`src/rtl/nn_ctrl_pkg.sv`:
```
// Shared control definitions for the neuron-layer datapath: FSM state encoding
// and default sizing used by the activation arbiter and the layer sequencer.
package nn_ctrl_pkg;

    localparam int DEF_NREQ    = 4;
    localparam int DEF_DW      = 16;
    localparam int DEF_TIMEOUT = 64;

    localparam logic [1:0] ST_IDLE  = 2'd0;
    localparam logic [1:0] ST_ISSUE = 2'd1;
    localparam logic [1:0] ST_WAIT  = 2'd2;
    localparam logic [1:0] ST_RESP  = 2'd3;

    typedef enum logic [1:0] {
        IDLE  = ST_IDLE,
        ISSUE = ST_ISSUE,
        WAIT  = ST_WAIT,
        RESP  = ST_RESP
    } state_t;

endpackage

```
`src/rtl/cordic_af_arbiter_if.sv`:
```
// Bundle between the neuron lanes / CORDIC core and the activation arbiter.
// The arbiter uses the slave view; lanes plus core together form the master.
interface cordic_af_arbiter_if
    import nn_ctrl_pkg::*;
#(
    parameter int NREQ = DEF_NREQ,
    parameter int DW   = DEF_DW
);

    logic [NREQ-1:0]    req;
    logic [NREQ*DW-1:0] operand;
    logic [NREQ-1:0]    gnt;
    logic [NREQ-1:0]    rsp_valid;
    logic [DW-1:0]      rsp_data;
    logic               cordic_start;
    logic [DW-1:0]      cordic_in;
    logic               cordic_done;
    logic [DW-1:0]      cordic_out;
    logic               busy;
    logic               timeout_err;

    modport slave (
        input  req, operand, cordic_done, cordic_out,
        output gnt, rsp_valid, rsp_data, cordic_start, cordic_in, busy, timeout_err
    );

    modport master (
        output req, operand, cordic_done, cordic_out,
        input  gnt, rsp_valid, rsp_data, cordic_start, cordic_in, busy, timeout_err
    );

endinterface

```
`src/rtl/cordic_af_arbiter_rr_arbiter.sv`:
```
// Combinational round-robin pick: first set request strictly after ptr, with wrap,
// so the lane granted last has the lowest priority next time.
module rr_arbiter #(
    parameter  int NREQ = 4,
    localparam int IW   = $clog2(NREQ)
) (
    input  logic [NREQ-1:0] req,
    input  logic [IW-1:0]   ptr,
    output logic [IW-1:0]   owner,
    output logic            any_req
);

    logic [IW-1:0] idx;

    always_comb begin
        idx     = ptr;
        owner   = '0;
        any_req = 1'b0;
        for (int i = 0; i < NREQ; i++) begin
            idx = (idx == IW'(NREQ - 1)) ? '0 : idx + IW'(1);
            if (!any_req && req[idx]) begin
                any_req = 1'b1;
                owner   = idx;
            end
        end
    end

endmodule

```
`src/rtl/cordic_af_arbiter.sv`:
```
// Shares one iterative CORDIC activation core among NREQ neuron lanes:
// round-robin arbitration, launch, watchdog on completion, and result routing.
module cordic_af_arbiter
    import nn_ctrl_pkg::*;
#(
    parameter int NREQ    = DEF_NREQ,
    parameter int DW      = DEF_DW,
    parameter int TIMEOUT = DEF_TIMEOUT
) (
    input logic                 clk,
    input logic                 rst_n,
    cordic_af_arbiter_if.slave  bus
);

    localparam int IW = $clog2(NREQ);
    localparam int CW = $clog2(TIMEOUT);
    localparam logic [CW-1:0] CNT_LAST = CW'(TIMEOUT - 1);

    state_t          state_q, state_d;
    logic [IW-1:0]   owner_q, ptr_q, arb_owner;
    logic            arb_any;
    logic [CW-1:0]   cnt_q;
    logic [NREQ-1:0] gnt_q, rsp_valid_q;
    logic            start_q, timeout_err_q;
    logic [DW-1:0]   rsp_data_q, cordic_in_q;
    logic [DW-1:0]   lane_op [NREQ];
    logic            arb_take, done_take, timeout_hit;

    for (genvar k = 0; k < NREQ; k++) begin : g_lane
        assign lane_op[k] = bus.operand[k*DW +: DW];
    end

    rr_arbiter #(.NREQ(NREQ)) u_rr (
        .req     (bus.req),
        .ptr     (ptr_q),
        .owner   (arb_owner),
        .any_req (arb_any)
    );

    // RESP arbitrates like IDLE so a waiting lane issues back-to-back.
    always_comb begin
        state_d     = state_q;
        arb_take    = 1'b0;
        done_take   = 1'b0;
        timeout_hit = 1'b0;
        case (state_q)
            IDLE: begin
                if (arb_any) begin
                    arb_take = 1'b1;
                    state_d  = ISSUE;
                end
            end
            ISSUE: state_d = WAIT;
            WAIT: begin
                if (bus.cordic_done) begin
                    done_take = 1'b1;
                    state_d   = RESP;
                end else if (cnt_q == CNT_LAST) begin
                    timeout_hit = 1'b1;
                    state_d     = IDLE;
                end
            end
            RESP: begin
                if (arb_any) begin
                    arb_take = 1'b1;
                    state_d  = ISSUE;
                end else begin
                    state_d = IDLE;
                end
            end
            default: state_d = IDLE;
        endcase
    end

    // Pulses are registered on the transition into ISSUE/RESP so they last exactly one cycle.
    always_ff @(posedge clk) begin
        if (!rst_n) begin
            state_q       <= IDLE;
            owner_q       <= '0;
            ptr_q         <= IW'(NREQ - 1);
            cnt_q         <= '0;
            gnt_q         <= '0;
            rsp_valid_q   <= '0;
            start_q       <= 1'b0;
            timeout_err_q <= 1'b0;
            rsp_data_q    <= '0;
            cordic_in_q   <= '0;
        end else begin
            state_q     <= state_d;
            gnt_q       <= '0;
            rsp_valid_q <= '0;
            start_q     <= 1'b0;
            if (arb_take) begin
                owner_q     <= arb_owner;
                ptr_q       <= arb_owner;
                cordic_in_q <= lane_op[arb_owner];
                gnt_q       <= NREQ'(1) << arb_owner;
                start_q     <= 1'b1;
            end
            if (state_q == ISSUE) begin
                cnt_q <= '0;
            end else if (state_q == WAIT) begin
                cnt_q <= cnt_q + CW'(1);
            end
            if (done_take) begin
                rsp_data_q  <= bus.cordic_out;
                rsp_valid_q <= NREQ'(1) << owner_q;
            end
            if (timeout_hit) begin
                timeout_err_q <= 1'b1;
            end
        end
    end

    assign bus.gnt          = gnt_q;
    assign bus.rsp_valid    = rsp_valid_q;
    assign bus.rsp_data     = rsp_data_q;
    assign bus.cordic_start = start_q;
    assign bus.cordic_in    = cordic_in_q;
    assign bus.busy         = (state_q != IDLE);
    assign bus.timeout_err  = timeout_err_q;

endmodule

```
`src/flat_wrapper.sv`:
```
// flat-port wrapper written by rule: the top's interface ports become plain ports
module cordic_af_arbiter_flat import nn_ctrl_pkg::*;
#(
    parameter int NREQ    = DEF_NREQ,
    parameter int DW      = DEF_DW,
    parameter int TIMEOUT = DEF_TIMEOUT
)
  (clk, rst_n, bus_req, bus_operand, bus_cordic_done, bus_cordic_out, bus_gnt, bus_rsp_valid, bus_rsp_data, bus_cordic_start, bus_cordic_in, bus_busy, bus_timeout_err);
  cordic_af_arbiter_if #(.NREQ(NREQ), .DW(DW)) bus_i ();
  input logic clk;
  input logic rst_n;
  input wire logic [$bits(bus_i.req)-1:0] bus_req;
  input wire logic [$bits(bus_i.operand)-1:0] bus_operand;
  input wire logic [$bits(bus_i.cordic_done)-1:0] bus_cordic_done;
  input wire logic [$bits(bus_i.cordic_out)-1:0] bus_cordic_out;
  output wire logic [$bits(bus_i.gnt)-1:0] bus_gnt;
  output wire logic [$bits(bus_i.rsp_valid)-1:0] bus_rsp_valid;
  output wire logic [$bits(bus_i.rsp_data)-1:0] bus_rsp_data;
  output wire logic [$bits(bus_i.cordic_start)-1:0] bus_cordic_start;
  output wire logic [$bits(bus_i.cordic_in)-1:0] bus_cordic_in;
  output wire logic [$bits(bus_i.busy)-1:0] bus_busy;
  output wire logic [$bits(bus_i.timeout_err)-1:0] bus_timeout_err;
  assign bus_i.req = bus_req;
  assign bus_i.operand = bus_operand;
  assign bus_i.cordic_done = bus_cordic_done;
  assign bus_i.cordic_out = bus_cordic_out;
  assign bus_gnt = bus_i.gnt;
  assign bus_rsp_valid = bus_i.rsp_valid;
  assign bus_rsp_data = bus_i.rsp_data;
  assign bus_cordic_start = bus_i.cordic_start;
  assign bus_cordic_in = bus_i.cordic_in;
  assign bus_busy = bus_i.busy;
  assign bus_timeout_err = bus_i.timeout_err;
  cordic_af_arbiter #(.NREQ(NREQ), .DW(DW), .TIMEOUT(TIMEOUT)) u_core (.clk(clk), .rst_n(rst_n), .bus(bus_i));
endmodule
```
`config.mk`:
```
export PLATFORM = sky130hd
export DESIGN_NAME = cordic_af_arbiter_flat
export DESIGN_NICKNAME = d
export VERILOG_FILES = /design/src/rtl/nn_ctrl_pkg.sv /design/src/rtl/cordic_af_arbiter_if.sv /design/src/rtl/cordic_af_arbiter_rr_arbiter.sv /design/src/rtl/cordic_af_arbiter.sv /design/src/flat_wrapper.sv
export SDC_FILE = /design/constraint.sdc
export NUM_CORES = 1
export LEC_CHECK = 0
export CAP_MARGIN = 30
export CORE_AREA = 4 4 98 100
export CTS_BUF_LIST = sky130_fd_sc_hd__clkbuf_8
export DETAILED_ROUTE_END_ITERATION = 7
export DIE_AREA = 0 0 102 104
export GPL_TIMING_DRIVEN = 0
export PLACE_DENSITY = 0.63
export SLEW_MARGIN = 30
export SYNTH_ARGS = -nofsm -noshare
export SYNTH_HDL_FRONTEND = slang
export SYNTH_SLANG_ARGS = --single-unit
```
`constraint.sdc`:
```
create_clock -name clk -period 4.2 [get_ports clk]
set_input_delay 0.63 -clock clk [delete_from_list [all_inputs] [get_ports clk]]
set_output_delay 0.63 -clock clk [all_outputs]
set_load 0.1 [all_outputs]
```
==> results.yml <==
yosys:
  ys_top_cells_by_count: "58 x nand2_1, 54 x dfxtp_1, 33 x mux2i_1, 23 x a21oi_1, 16 x nor2_1"
  synthArstFlopShare: 0
  synth_edf_count: 0
  syn_avg_cell_area_um2: 9.44
  synth_fp_nets: 365
  synth_top_area_frac: 0.422
  ys_ff_latch: 54
  ys.flop_type: "dfxtp_1"
  ys.warnings.count: 0
  synth.area.top_cells: "dfxtp_1 42%, mux2i_1 13%, nand2_1 8.5%, o221ai_2 5.9%, a21oi_1 4.5%"
  yosysMostFrequentCell: "nand2_1"
  synth.distinct_cells: 43
  yosysSeqAreaShare: 0.422
  synth_largest_area_cell: "dfxtp_1"
  netlist_area_mm2: 0.00256
  syn_inst: 271
clock_network:
  cts_buffer_depth: 2
  clock-sinks: 54
  clkSlewWorstSetupHoldPaths_ns: 0.10
  htreeDepth: 2
  numCtsBuffers: 5
  postCtsSetupRepairBufs: 0
  clock_latency_ns: 0.31
  cts_resized: 0
  ctsHoldBuffers: 0
  cts_tree: "done"
  root_buffer: "clkbuf_8"
routing:
  drt_wl_total_mm: 7.54
  firstDrtPassIters: 4
  avgRoutedWirePerCell_um: 14.6
  ant_nets: 0
  vias_per_cell: 4.62
  drc_errors: 0
  drt-initial-drc-count: 43
  dr_total_vias: 2386
hold_path:
  whs_endpoint: "u_core.bus.rsp_data[6]$_SDFFE_PN0P_"
  hold_class: "reg2reg"
  worstHoldPathCells: 2
  min_from: "u_core.bus.rsp_data[6]$_SDFFE_PN0P_"
finish:
  area_growth_pct: 60.3
  num-nets-final: 501
  n_fill_cell: 843
  drive_above_1_share: 0.0686
  n_antenna_cell: 0
global_routing:
  gr-total-overflow: 0
  grt_pass1_vias: 2422
  grt_max_degree: 19
  antenna_found_initial: 0
  grt_usage: 0.134
  grt_pass1_wl_mm: 11.6
pwr:
  peakVddDrop_v: 0.000278
  p_per_area_mw_per_mm2: 662
  p_leak_uw: 0.00159
setup_path:
  crit_arrival_ns: 2.26
  critical_path_class: "reg2out"
  crit_family: "buffers and inverters"
  cp_max_fo: 5
  cp-startpoint: "u_core.state_q[0]$_SDFFE_PN0P_"
  required_ns: 3.57
  r2r_cells: 8
  critPathMostFrequentCell: "inv_1"
  critPathLaunchType: "register"
  reg2reg_to: "u_core.bus.cordic_in[5]$_SDFFE_PN0P_"
  r2r_start: "u_core.ptr_q[0]$_SDFFE_PN1P_"
  crit_buf_inv: 3
  r2r_setup_slack_ns: 1.70
  cpPeakStageDelay_ns: 1.12
  cp.depth: 4
  end_kind: "primary output"
  path_cells: "inv_1 > ha_1 > inv_1 > clkdlybuf4s50_1"
  slowest_stage: "clkdlybuf4s50_1"
sta:
  layout_setup_ws_ns: 1.31
  fin_crit_sh: 0.688
  fin_setup_tns_ns: 0
  hold_violations: 0
  maxSlewHeadroom: 0.327
  final_max_slew_viol_count: 0
  whs_ns: 0.458
  fmax_mhz: 346
  tightest_slew_ns: 1.01
  period_minus_slack_ns: 2.89
  finalClockSkew_ns: 0.00835
  setup_violations: 0
  rsz0062_at_grt: "no"
placement:
  numPortBuffers: 129
  post-dp-hpwl_mm: 5.94
  pre_cts_ws_ns: 1.11
  finalWeightedCongestion: 0.743
run:
  maxCapViolations: 0
die:
  die_h_um: 104
  start_util: 0.295
  row_count: 34
  core_mm2: 0.00868
  dieArea_mm2: 0.0106
  die_x_um: 102
  io_pins: 130
outcome:
  status: "finished clean"
metal layers:
metal | wire [um] | track usage | share of wire
met5 | 0 | 0 | 0
met4 | 34 | 0.0253 | 0.0045
met3 | 728 | 0.0463 | 0.097
met2 | 3650 | 0.238 | 0.48
met1 | 3130 | 0.155 | 0.42
cells by family (layout without fill, tap and decap cells):
kind of cell | count (synthesis) | after routing | synth area share
adder cells (fa/ha/maj) | 7 | 7 | 0.0342
AO/OA/AOI/OAI | 47 | 47 | 0.146
flip-flops | 54 | 54 | 0.422
XOR/XNOR | 4 | 4 | 0.0137
multiplexers | 35 | 35 | 0.142
AND/OR/NAND/NOR | 104 | 104 | 0.188
buffers and inverters | 20 | 157 | 0.0533
state kept, by name, summed over array words and instances, names as in the netlist:
name,count
u_core.state_q,2
u_core.owner_q,2
u_core.bus.cordic_in,16
u_core.bus.timeout_err,1
u_core.bus.rsp_data,16
u_core.ptr_q,2
u_core.bus.gnt,4
u_core.bus.rsp_valid,4
u_core.cnt_q,6
u_core.bus.cordic_start,1
cell type report:
| type | count | area, um^2 | area share |
|---|---|---|---|
| buffer | 15 | 118 | 0.0287 |
| clock buffer | 5 | 68.8 | 0.0168 |
| clock inverter | 3 | 47.5 | 0.0116 |
| inverter | 5 | 18.8 | 0.00458 |
| multi-input combinational | 197 | 1340 | 0.327 |
| sequential | 54 | 1080 | 0.264 |
| tap | 108 | 135 | 0.0329 |
| timing repair buffer | 129 | 1290 | 0.315 |
metrics by stage:
stage	instances	util	power [uW]	area, um^2
after detailed placement	508	0.459	2390	3990
final	516	0.473	2720	4100
after floorplan	271	-	1980	2560
after global placement	508	0.459	2370	3990
after global routing	516	0.473	2870	4100
after CTS	516	0.473	2760	4100
report_power, final:
part           leakage (uW)  internal (uW)  switching [uW]  total [uW]
sequential         0.000441            618            64.1         682
combinational       0.00109            602            1070        1670
clock             0.0000587            181             180         361
worst register-to-register path, delay by kind of cell, from the launching register on:
family | cells | cell delay (ns)
and+or+nand+nor | 1 | 0.27
muxes | 2 | 0.79
AOI/OAI and AO/OA | 2 | 0.26
DFF | 1 | 0.45
buffers and inverters | 2 | 0.38
adders and majority gates | 1 | 0.24
placed cells by master (no fill, tap or decap), types with 2 or more instances in the layout:
cell,instances
a211oi_1,3
a21oi_1,23
and3_1,2
buf_12,2
buf_2,2
buf_4,2
clkbuf_1,7
clkbuf_8,5
clkdlybuf4s50_1,129
dfxtp_1,54
ha_1,7
inv_1,4
mux2i_1,33
nand2_1,58
nand2b_1,3
nand4_1,2
nor2_1,16
nor2b_1,4
nor3_1,2
nor3b_1,3
o21ai_1,2
o221ai_1,6
o221ai_2,10
or2b_1,3
xor2_1,3
how the worst max path moves through the flow:
stage and endpoint:
3_5_place_dp u_core.bus.cordic_in[13]$_SDFFE_PN0P_, 2_1_floorplan u_core.bus.cordic_in[11]$_SDFFE_PN0P_, 3_3_place_gp u_core.bus.cordic_in[14]$_SDFFE_PN0P_, 6_report bus_busy
4_1_cts bus_busy, 5_1_grt u_core.bus.cordic_in[15]$_SDFFE_PN0P_
Note: power is estimated with default switching activity, not from simulation.
